### src/rtl/serial_word_feeder.sv
// Parallel-to-serial front end: takes WIDTH-bit words over valid/ready and
// emits them MSB first, one bit per clock, with frame start/end markers.
module serial_word_feeder #(
  parameter int WIDTH = 8,
  parameter int GAP   = 0
) (
  input  logic             clk,
  input  logic             rst,
  input  logic [WIDTH-1:0] word_in,
  input  logic             word_valid,
  output logic             word_ready,
  input  logic             flush,
  output logic             bit_out,
  output logic             bit_valid,
  output logic             frame_start,
  output logic             frame_end,
  output logic             busy
);

  localparam int CNT_W = (WIDTH > 1) ? $clog2(WIDTH) : 1;
  localparam logic [CNT_W-1:0] LAST = CNT_W'(WIDTH - 1);
  localparam logic [3:0] GAP_LOAD = (GAP > 0) ? 4'(GAP - 1) : 4'd0;

  typedef enum logic [1:0] {S_IDLE, S_SHIFT, S_GAP} state_t;

  state_t           state;
  state_t           state_nxt;
  logic [WIDTH-1:0] shreg;
  logic [CNT_W-1:0] cnt;
  logic [3:0]       gcnt;
  logic             last_bit;
  logic             accept;

  // Handshake: a word is taken on a rising edge where word_valid and
  // word_ready are both high; word_ready never depends on word_valid.
  // With GAP==0 the last-bit cycle also accepts, giving bubble-free streams.
  assign last_bit   = (state == S_SHIFT) && (cnt == LAST);
  assign word_ready = !rst && !flush &&
                      ((state == S_IDLE) || (last_bit && (GAP == 0)));
  assign accept     = word_valid && word_ready;

  always_ff @(posedge clk) begin
    if (rst) begin
      state <= S_IDLE;
      shreg <= '0;
      cnt   <= '0;
      gcnt  <= '0;
    end else begin
      state <= state_nxt;
      if (flush) begin
        shreg <= '0;
        cnt   <= '0;
        gcnt  <= '0;
      end else if (accept) begin
        shreg <= word_in;
        cnt   <= '0;
      end else if (state == S_SHIFT) begin
        shreg <= {shreg[WIDTH-2:0], 1'b0};
        if (cnt == LAST) begin
          cnt  <= '0;
          gcnt <= GAP_LOAD;
        end else begin
          cnt <= cnt + CNT_W'(1);
        end
      end else if ((state == S_GAP) && (gcnt != 4'd0)) begin
        gcnt <= gcnt - 4'd1;
      end
    end
  end

  always_comb begin
    state_nxt = state;
    if (flush) begin
      state_nxt = S_IDLE;
    end else if (accept) begin
      state_nxt = S_SHIFT;
    end else begin
      case (state)
        S_SHIFT: if (cnt == LAST) state_nxt = (GAP > 0) ? S_GAP : S_IDLE;
        S_GAP:   if (gcnt == 4'd0) state_nxt = S_IDLE;
        default: state_nxt = S_IDLE;
      endcase
    end
  end

  always_comb begin
    bit_out     = 1'b0;
    bit_valid   = 1'b0;
    frame_start = 1'b0;
    frame_end   = 1'b0;
    busy        = (state != S_IDLE);
    if (state == S_SHIFT) begin
      bit_out     = shreg[WIDTH-1];
      bit_valid   = 1'b1;
      frame_start = (cnt == '0);
      frame_end   = (cnt == LAST);
    end
  end

endmodule

### config.mk
export PLATFORM = sky130hd
export DESIGN_NAME = serial_word_feeder
export DESIGN_NICKNAME = d
export VERILOG_FILES = /design/src/rtl/serial_word_feeder.sv
export SDC_FILE = /design/constraint.sdc
export NUM_CORES = 1
export LEC_CHECK = 0
export ABC_CLOCK_PERIOD_IN_PS = 2900
export CORE_MARGIN = 4
export CORE_UTILIZATION = 50
export DETAILED_ROUTE_END_ITERATION = 16
export PLACE_DENSITY = 0.81
export SLEW_MARGIN = 30
export SYNTH_ARGS = -nofsm -noshare
export SYNTH_HDL_FRONTEND = slang
export SYNTH_SLANG_ARGS = --single-unit
### constraint.sdc
create_clock -name clk -period 2.9 [get_ports clk]
set_clock_uncertainty 0.15 [all_clocks]
set_input_delay 0.435 -clock clk [delete_from_list [all_inputs] [get_ports clk]]
set_output_delay 0.435 -clock clk [all_outputs]
set_load 0.005 [all_outputs]
## After elaboration in Yosys (flattened, before gate mapping)

Index checks and enable logic that the tools add are counted.
W data, S select, Z words.

| word-level totals | value |
|---|---|
| input port bits | 12 |
| output and inout bits | 6 |
| word-level logic and storage cells | 49 |
| register bits | 17 |

| operators by class | value |
|---|---|
| $add $sub $neg | 2 |
| reductions and logical operators | 20 |
| bitwise operators | 1 |
| muxes and demuxes | 14 |
| equality and inequality tests | 7 |

Operators with widths:

| operator | count |
|---|---|
| $mux W8 | 2 |
| $mux W4 | 3 |
| $ne A3 B2 Y1 const B | 2 |
| $reduce_bool A2 Y1 | 3 |
| $logic_and A1 B1 Y1 | 5 |
| $mux W1 | 5 |
| $logic_not A4 Y1 | 1 |
| $mux W2 | 2 |
| $ne A2 B1 Y1 const B | 2 |
| $pmux W2 S2 | 1 |
| $reduce_and A2 Y1 | 2 |
| $reduce_bool A4 Y1 | 1 |
| $sub A4 B1 Y4 const B | 1 |
| $add A3 B1 Y3 const B | 1 |
| $eq A3 B3 Y1 const B | 1 |
| $logic_not A3 Y1 | 1 |
| $mux W3 | 1 |
| $reduce_and A3 Y1 | 1 |
| $reduce_or A3 Y1 | 1 |
| $eq A2 B1 Y1 const B | 1 |
| $eq A2 B2 Y1 const B | 1 |
| $logic_not A1 Y1 | 2 |
| $logic_not A2 Y1 | 1 |
| $reduce_or A2 Y1 | 1 |
| 2 further kinds | 2 |

## Longest topological paths before layout

Gate-level depths: netlist (run 1).

| logic depth | value |
|---|---|
| depth in word-level cells | 7 |
| mapped depth | 6 |
| mapped depth without buffers | 5 |

## Least setup slack after synthesis (run 1)

No wires, ideal clock.

| timing path | value |
|---|---|
| path kind | register -> output |
| start point | register cnt[0] |
| end point | output port word_ready |
| buffers on the path | 1 |
| arrival time | 1.084 ns |
| data required time | 2.315 ns |
| path slack | 1.231 ns |
| stages on the path, launching flop included | 6 |
| cell sequence | dfxtp_1 -> ha_1 -> ha_1 -> nand2b_4 -> buf_6 -> and2_1 |

| on the way | value |
|---|---|
| word-level cells in the longest chain between the ends | 4 |

Ends and longest elaborated chain:

| what | RTL line | RTL |
|---|---|---|
| start, declared | 29 | `logic [CNT_W-1:0] cnt;` |
| start signal, assigned | 63 | `cnt <= cnt + CNT_W'(1);` |
| $eq A3 B3 Y1 | 37 | `assign last_bit = (state == S_SHIFT) && (cnt == LAST);` |
| $logic_and A1 B1 Y1 | 37 |  |
| $logic_or A1 B1 Y1 | 39 | `((state == S_IDLE) \|\| (last_bit && (GAP == 0)));` |
| $logic_and A1 B1 Y1 | 38 | `assign word_ready = !rst && !flush &&` |
| end, declared | 11 | `output logic word_ready,` |

No other way between the ends.

## Worst setup path in the final report (run 1)

Ends and elaborated chain as after synthesis.

==> results of run 1 <==
-- state kept, by name, summed over array words and instances (netlist names) --
register / cells
state: 1
cnt: 3
shreg: 8
-- power by group --
| part | switching (mW) | total (mW) | internal [mW] |
|---|---|---|---|
| registers | 0.00407 | 0.171 | 0.167 |
| logic | 0.0187 | 0.0473 | 0.0286 |
| clock network | 0.0546 | 0.131 | 0.0762 |
-- layer usage --
metal  share of wire  wire [um]  GRT usage
met5               0          0          0
met4          0.0098         12    0.05263
met3           0.067         82    0.03557
met2            0.44        543     0.2033
met1            0.48        583     0.1787
-- cells by family after synthesis --
| kind of cell | Yosys count | share of synthesized area |
|---|---|---|
| flops | 12 | 0.3386 |
| buf+inv | 10 | 0.1252 |
| fa+ha+maj | 3 | 0.05292 |
| simple gates | 13 | 0.1481 |
| mux | 11 | 0.1570 |
| compound gates | 16 | 0.1781 |
-- layout by cell type, fill, tap and decap left out --
master and n:
and2_1 1, nor3_2 1, o21a_1 1, mux2i_1 10, nor3_1 2, nor2_4 1, nand3_1 1, dfxtp_1 12
or2_4 1, and3b_2 1, clkbuf_8 1, nor2_1 1, ha_1 3, a211oi_1 7, nand2b_4 1, mux2_2 1
clkbuf_4 3, and2_2 2, inv_1 3, a21oi_1 1, and3_4 1, a31o_1 7, clkdlybuf4s50_1 17, buf_4 1
-- final timing paths --
kind                                         endpoint  slack (ns)
worst min-delay path              cnt[2]$_SDFFE_PP0P_        0.40
worst min register to register    cnt[2]$_SDFFE_PP0P_        0.40
worst max register to register  shreg[3]$_SDFFE_PP0P_        1.24
worst max-delay path                       word_ready        0.50
-- area by class of cell --
type / instances / area share
Sequential cell: 12 / 0.2779
Inverter: 3 / 0.01302
Tap cell: 15 / 0.02171
Multi-Input combinational cell: 43 / 0.4399
Timing Repair Buffer: 18 / 0.2055
Clock buffer: 4 / 0.04197
-- worst register-to-register path, cell delays in order, from the launching register on --
cell and delay (ns):
dfxtp_1 0.68, buf_4 0.25, mux2i_1 0.20, a211oi_1 0.07
a31o_1 0.20
-- per-stage QoR --
stage / power (mW) / cell area, sq um / hold slack (ns) / cells / util
floorplan: 0.2051 / 709.4 / 0.3570 / 65 / -
global placement: 0.2220 / 828.3 / 0.3764 / 91 / 0.6287
detailed placement: 0.2225 / 828.3 / 0.3863 / 91 / 0.6287
CTS: 0.3509 / 864.6 / 0.3979 / 95 / 0.6562
global route: 0.3641 / 864.6 / 0.4437 / 95 / 0.6562
finish: 0.3495 / 864.6 / 0.3960 / 95 / 0.6562
==> results_dict.tcl, run 1 <==
set metrics [dict create \
    synth_cells 65 \
    multi_input_area_sq_um 380.4 \
    status "complete, no violations" \
    grt.total_usage 0.1339 \
    ir_worst_vdd_v 0.0004060 \
    period_minus_slack_ns 2.396 \
    seqCellArea_sq_um 240.2 \
    rsz0062_at_grt "false" \
    final.setup.worst_slack_ns 0.5043 \
    worstPathMaxFanout 11 \
    pwr_density_cell_nw_per_um2 404.3 \
    dp_worst_setup_slack_ns 0.5460 \
    drv_cap 0 \
    initial_core_util 0.5385 \
    routabilityCongestion 0.7066 \
    syn_area_sq_um 709.4 \
    setup_violations 0 \
    finalHoldViolCount 0 \
    port-buffer-count 17 \
    clkSinkCount 12 \
    r2r_cells 4 \
    wl_per_cell_um 12.86 \
    drtAntennaViolNets 0 \
    grt_max_degree 13 \
    post_cts_buffers 0 \
    period_share 0.8261 \
    antenna_found_initial 0 \
    drive_gt1_frac 0.1750 \
    htreeDepth 1 \
    worstSkewPairLatency_ns 0.27 \
    path_common_cell "ha_1" \
    dp_hpwl_um 848.3 \
    hold_buffers 0 \
    worst-path-buf-inv 1 \
    first_pass_iters 4 \
    crit_arrival_ns 1.81 \
    tightest_slew_ns 0.5686 \
    core_sq_um 1318 \
    slew_viol_final 0 \
    grt_pass1_wl_um 2014 \
    synth_nets 80 \
    die_x_um 45.67 \
    fmax_mhz 417.4 \
    cp_slowest_cell "clkdlybuf4s50_1" \
    critPathCaptureType "output port" \
    start_kind "register" \
    min_path_type "register to register" \
    yosys-top-cells-area "dfxtp_1 34%, mux2i_1 14%, a31o_1 8.6%" \
    die_y_um 45.67 \
    drc 0 \
    tns_ns 0 \
    critPathTopFamily "buffers and inverters" \
    crit_cells 5 \
    hp-start "cnt[2]$_SDFFE_PP0P_" \
    root_buffer "clkbuf_4" \
    slowest_delay_ns 0.43 \
    path_class "register to output port" \
    synth.top_cell.area_share 0.3386 \
    syn_area_per_cell_sq_um 10.91 \
    required_ns 2.32 \
    grt_pass1_vias 478 \
    yosys.cell_types.count 24 \
    drt_iter0_markers 8 \
    clockBufferDepth 2 \
    cts.clk_slew.worst_paths_ns 0.07 \
    ys.flop_type "dfxtp_1" \
    path_cells "ha_1 > ha_1 > nand2b_4 > and2_1 > clkdlybuf4s50_1" \
    grt.overflow.total 0 \
    cts_resized 0 \
    finalWirelength_um 1222 \
    async_flop_share 0 \
    cts_tree "yes" \
    synth_seq_cells 12 \
    synthTopCellsByCount "12 x dfxtp_1, 10 x mux2i_1, 7 x a211oi_1, 7 x a31o_1, 4 x buf_6" \
    rows 13 \
    synth_edf_count 0 \
    power_leakage_nw 0.3060 \
    synth_warnings 0 \
    synth_seq_area_share 0.3386 \
    whs_path_depth 2 \
    yosys.area.top_type "dfxtp_1" \
    n_antenna_cell 0 \
    routed_via_density 5.505 \
    routed-via-count 523 \
    dieArea_sq_um 2085 \
    numCtsBuffers 3 \
    fill_cells 114 \
    io_pins 18 \
    layout.nets 96 \
    crit_start "cnt[0]$_SDFFE_PP0P_" \
    synth_most_common_cell "dfxtp_1" \
    timing.slew.headroom 0.6204 \
    syn2layout_area_growth_pct 21.87 \
    reg2reg_from "state[0]$_SDFFE_PP0P_" \
]
No activity file was read; power rests on OpenSTA's default activity.
==> run 2, diff against run 1 <==
Settings changed: ABC_CLOCK_PERIOD_IN_PS 2900 to 2300, CORE_UTILIZATION 50 to 46, PLACE_DENSITY 0.81 to 0.76.
Clock period 2.9 ns to 2.3 ns, I/O delays scaled along.
==> results_dict.tcl, run 2 (synthesis gave the netlist of run 1 again) <==
set metrics [dict create \
    port-buffer-count 17 \
    seqCellArea_sq_um 241.5 \
    required_ns 1.80 \
    tightest_slew_ns 0.4098 \
    critPathTopFamily "buffers and inverters" \
    io_pins 18 \
    hold_slack_ns 0.4108 \
    worst-path-buf-inv 1 \
    power.total_mw 0.4088 \
    root_buffer "clkbuf_4" \
    final_cell_mix "16 x clkdlybuf4s50_1, 11 x dfxtp_1, 10 x mux2i_1, 7 x a211oi_1, 7 x a31o_1" \
    antenna_found_initial 0 \
    path_cells "ha_1 > ha_1 > and2_2 > clkdlybuf4s50_1" \
    die_y_um 47.27 \
    finalWirelength_um 1381 \
    pwr_density_cell_nw_per_um2 466.1 \
    final_util 0.6344 \
    critPathCaptureType "output port" \
    worstPathMaxFanout 3 \
    grt.total_usage 0.1493 \
    switching_share 0.2404 \
    path_class "register to output port" \
    rsz0062_at_grt "false" \
    final_common_cell "clkdlybuf4s50_1" \
    p_switching_mw 0.09826 \
    grt_pass1_vias 545 \
    finalHoldViolCount 0 \
    period_minus_slack_ns 2.117 \
    core_sq_um 1383 \
    htreeDepth 1 \
    cts.clk_slew.worst_paths_ns 0.07 \
    syn2layout_area_growth_pct 23.63 \
    p_clk_frac 0.316 \
    die_x_um 47.27 \
    layout.nets 99 \
    setup_violations 0 \
    largest_register "shreg" \
    first_pass_iters 6 \
    drive_gt1_frac 0.2073 \
    drc 0 \
    fill_cells 118 \
    slew_viol_final 0 \
    drtAntennaViolNets 0 \
    grt.overflow.total 0 \
    routed_via_density 5.670 \
    clkSinkCount 12 \
    comb_power_share 0.158 \
    final_area_sq_um 877.1 \
    seq_power_share 0.526 \
    period_share 0.9203 \
    largest_reg_flops 8 \
    fmax_mhz 472.4 \
    internal_power_mw 0.3105 \
    power_leakage_nw 0.3287 \
    initial_core_util 0.5131 \
    routed-via-count 550 \
    multi_input_area_sq_um 380.4 \
    drt_iter0_markers 12 \
    place_area_sq_um 843.3 \
    timing.slew.headroom 0.7260 \
    status "complete, no violations" \
    tns_ns 0 \
    drv_cap 0 \
    cp_slowest_cell "clkdlybuf4s50_1" \
    routabilityCongestion 0.7312 \
    worstSkewPairLatency_ns 0.28 \
    path_common_cell "ha_1" \
    cts_tree "yes" \
    grt_pass1_wl_um 2283 \
    ir_worst_vdd_v 0.0003003 \
    clockBufferDepth 2 \
    wl_per_cell_um 14.24 \
    start_kind "register" \
    numCtsBuffers 3 \
    crit_arrival_ns 1.62 \
    grt_max_degree 13 \
    dieArea_sq_um 2234 \
    rows 13 \
    min_path_type "register to register" \
    n_antenna_cell 0 \
    reg_top3 "shreg (8), cnt (3), state (1)" \
    slowest_delay_ns 0.44 \
]
-- run 2: cell types whose count changed in the layout (fill, tap and decap cells not counted), sizes merged --
cell           change
dlymetal6s2s       +1
clkdlybuf4s50      -1
clkbuf             -1
buf                +3
-- run 2: cell type report --
type | instances | area share
multi-input combinational | 43 | 0.4337
inverter | 3 | 0.01284
timing repair buffer | 21 | 0.2311
sequential | 12 | 0.2753
tap | 15 | 0.02140
clock buffer | 3 | 0.02568
-- run 2: layer usage --
metal	vias to the layer above	GRT usage	wire length, um
li1	273	-	-
met1	260	0.1693	617
met2	14	0.2540	662
met3	3	0.04598	83
met4	0	0.06630	17
met5	-	0	0
-- run 2: per-stage QoR --
stage               cells  worst slack (ns)
floorplan              65            0.7206
global placement       93            0.2298
detailed placement     93            0.2429
CTS                    97           0.04380
global route           97            0.1282
finish                 97            0.1833
-- run 2: power groups by stage --
stage,Clock (mW),Sequential [mW],Combinational [mW]
final,0.129,0.215,0.0648
after global routing,0.141,0.216,0.0695
after global placement,0,0.220,0.0632
after detailed placement,0,0.220,0.0640
after CTS,0.130,0.215,0.0656
after floorplan,0,0.218,0.0410
-- run 2: worst min-delay path, delay by kind of cell, from the launching register on --
kind,cells,cell delay (ns)
flip-flops,1,0.33
multiplexers,1,0.14
AND/OR/NAND/NOR,1,0.06
-- run 2: timing repair --
action,CTS,global route
hold buffers,0,0
gates cloned,0,0
endpoints found under the setup margin,1,1
resized for setup,0,2
buffers inserted,1,0
-- run 2: path summary, 6_finish.rpt --
path,start,end,slack (ns),cells after the start
max,cnt[0]$_SDFFE_PP0P_,frame_end,0.18,4
min,cnt[1]$_SDFFE_PP0P_,cnt[1]$_SDFFE_PP0P_,0.41,2
max reg2reg,cnt[0]$_SDFFE_PP0P_,shreg[1]$_SDFFE_PP0P_,0.54,6
min reg2reg,cnt[1]$_SDFFE_PP0P_,cnt[1]$_SDFFE_PP0P_,0.41,2
==> run 3, diff against run 2 <==
Settings changed: CORE_MARGIN 4 to 5.
==> results_dict.tcl, run 3 (synthesis gave the netlist of run 1 again) <==
set metrics [dict create \
    path_cells "ha_1 > ha_2 > nand2b_4 > and2_1 > clkdlybuf4s50_1" \
    grt_pass1_vias 537 \
    antenna_found_initial 0 \
    p_switching_mw 0.1043 \
    final_cell_mix "17 x clkdlybuf4s50_1, 10 x mux2i_1, 10 x dfxtp_1, 7 x a211oi_1, 7 x a31o_1" \
    power.total_mw 0.4497 \
    die_x_um 49.27 \
    start_kind "register" \
    status "complete, no violations" \
    internal_power_mw 0.3454 \
    ir_worst_vdd_v 0.0003651 \
    port-buffer-count 17 \
    die_y_um 49.27 \
    reg2reg_from "cnt[0]$_SDFFE_PP0P_" \
    htreeDepth 1 \
    p_clk_frac 0.379 \
    slowest_delay_ns 0.45 \
    min_path_type "register to register" \
    grt.overflow.total 0 \
    worstPathMaxFanout 3 \
    period_share 0.9663 \
    crit_path_end "word_ready" \
    rrSetupSlack_ns 0.57 \
    numCtsBuffers 3 \
    switching_share 0.2319 \
    dp_worst_setup_slack_ns 0.2443 \
    finalHoldViolCount 0 \
    tns_ns 0 \
    period_minus_slack_ns 2.222 \
    critPathTopFamily "buffers and inverters" \
    drt_iter0_markers 7 \
    crit_arrival_ns 1.73 \
    rsz0062_at_grt "false" \
    power_leakage_nw 0.3133 \
    cts_tree "yes" \
    seq_power_share 0.478 \
    r2r_cells 6 \
    setup_violations 0 \
    grt.total_usage 0.1302 \
    slew_viol_final 0 \
    hold_buffers 0 \
    first_pass_iters 4 \
    hold_slack_ns 0.3939 \
    root_buffer "clkbuf_4" \
    routed_via_density 5.602 \
    drtAntennaViolNets 0 \
    tightest_slew_ns 0.4383 \
    largest_reg_flops 8 \
    routed-via-count 549 \
    final_common_cell "clkdlybuf4s50_1" \
    drive_gt1_frac 0.2317 \
    fmax_mhz 450.0 \
    dieArea_sq_um 2428 \
    pwr_density_cell_nw_per_um2 507.6 \
    n_antenna_cell 0 \
    layout.nets 98 \
    wl_per_cell_um 14.17 \
    worst-path-buf-inv 1 \
    largest_register "shreg" \
    finalWirelength_um 1389 \
    rr_endpoint "shreg[3]$_SDFFE_PP0P_" \
    clockBufferDepth 2 \
    initial_core_util 0.4765 \
    syn2layout_area_growth_pct 24.87 \
    comb_power_share 0.142 \
    cts.clk_slew.worst_paths_ns 0.07 \
    drc 0 \
    crit_cells 5 \
    cp_slowest_cell "clkdlybuf4s50_1" \
    required_ns 1.80 \
    grt_max_degree 13 \
    dp_hpwl_um 984.3 \
    clkSinkCount 12 \
    rows 14 \
    timing.slew.headroom 0.7069 \
    grt_pass1_wl_um 2415 \
    io_pins 18 \
    final.setup.worst_slack_ns 0.07759 \
    drv_cap 0 \
    crit_start "cnt[0]$_SDFFE_PP0P_" \
    critPathCaptureType "output port" \
    core_sq_um 1489 \
    reg_top3 "shreg (8), cnt (3), state (1)" \
    path_class "register to output port" \
    worstSkewPairLatency_ns 0.28 \
    routabilityCongestion 0.7046 \
]
-- run 3: worst min path at each step --
| stage | end | startpoint | depth (start not counted) |
|---|---|---|---|
| 2_1_floorplan | shreg[1]$_SDFFE_PP0P_ | word_in[1] | 1 |
| 3_3_place_gp | cnt[2]$_SDFFE_PP0P_ | cnt[2]$_SDFFE_PP0P_ | 2 |
| 3_5_place_dp | cnt[2]$_SDFFE_PP0P_ | cnt[2]$_SDFFE_PP0P_ | 2 |
| 4_1_cts | cnt[1]$_SDFFE_PP0P_ | cnt[1]$_SDFFE_PP0P_ | 2 |
| 5_1_grt | cnt[2]$_SDFFE_PP0P_ | cnt[2]$_SDFFE_PP0P_ | 2 |
| 6_report | cnt[1]$_SDFFE_PP0P_ | cnt[1]$_SDFFE_PP0P_ | 2 |
-- run 3: power groups by stage --
| stage | Sequential [mW] | Clock, mW | Combinational [mW] |
|---|---|---|---|
| floorplan | 0.218 | 0 | 0.0410 |
| global placement | 0.220 | 0 | 0.0621 |
| detailed placement | 0.220 | 0 | 0.0629 |
| CTS | 0.215 | 0.175 | 0.0646 |
| global route | 0.216 | 0.191 | 0.0695 |
| finish | 0.215 | 0.171 | 0.0640 |
-- run 3: area by class of cell --
class | instances | area, sq um
inverters | 3 | 11.26
clock buffers | 4 | 36.28
repair buffers | 20 | 192.7
well taps | 16 | 20.02
flip-flops and latches | 12 | 242.7
multi-input cells | 43 | 382.9
fillers | 130 | 603.1
-- run 3: worst reg2reg max path: stages (launching register included) --
cell	delay, ns
dfxtp_2	0.32
ha_1	0.19
ha_2	0.18
nand2b_4	0.14
buf_4	0.18
and3_4	0.23
a31o_1	0.23
-- run 3: per-layer routing --
layer  vias to the layer above  global-route usage  part of all wire
li1                        270                   -                 -
met1                       264              0.1389              0.41
met2                        11              0.2124              0.50
met3                         4             0.05810             0.064
met4                         0             0.06726             0.020
met5                         -                   0                 0
-- run 3: what timing repair did --
action | in CTS | in global routing
gates resized for setup | 0 | 3
setup buffers | 1 | 0
pin swaps | 0 | 0
setup endpoints to repair | 1 | 1
-- run 3: per-stage QoR --
step           instance area, sq um    util  cells
2_1_floorplan                 709.4       -     65
3_3_place_gp                  837.1  0.5622     93
3_5_place_dp                  837.1  0.5622     93
4_1_cts                       880.8  0.5916     98
5_1_grt                       885.9  0.5950     98
6_report                      885.9  0.5950     98
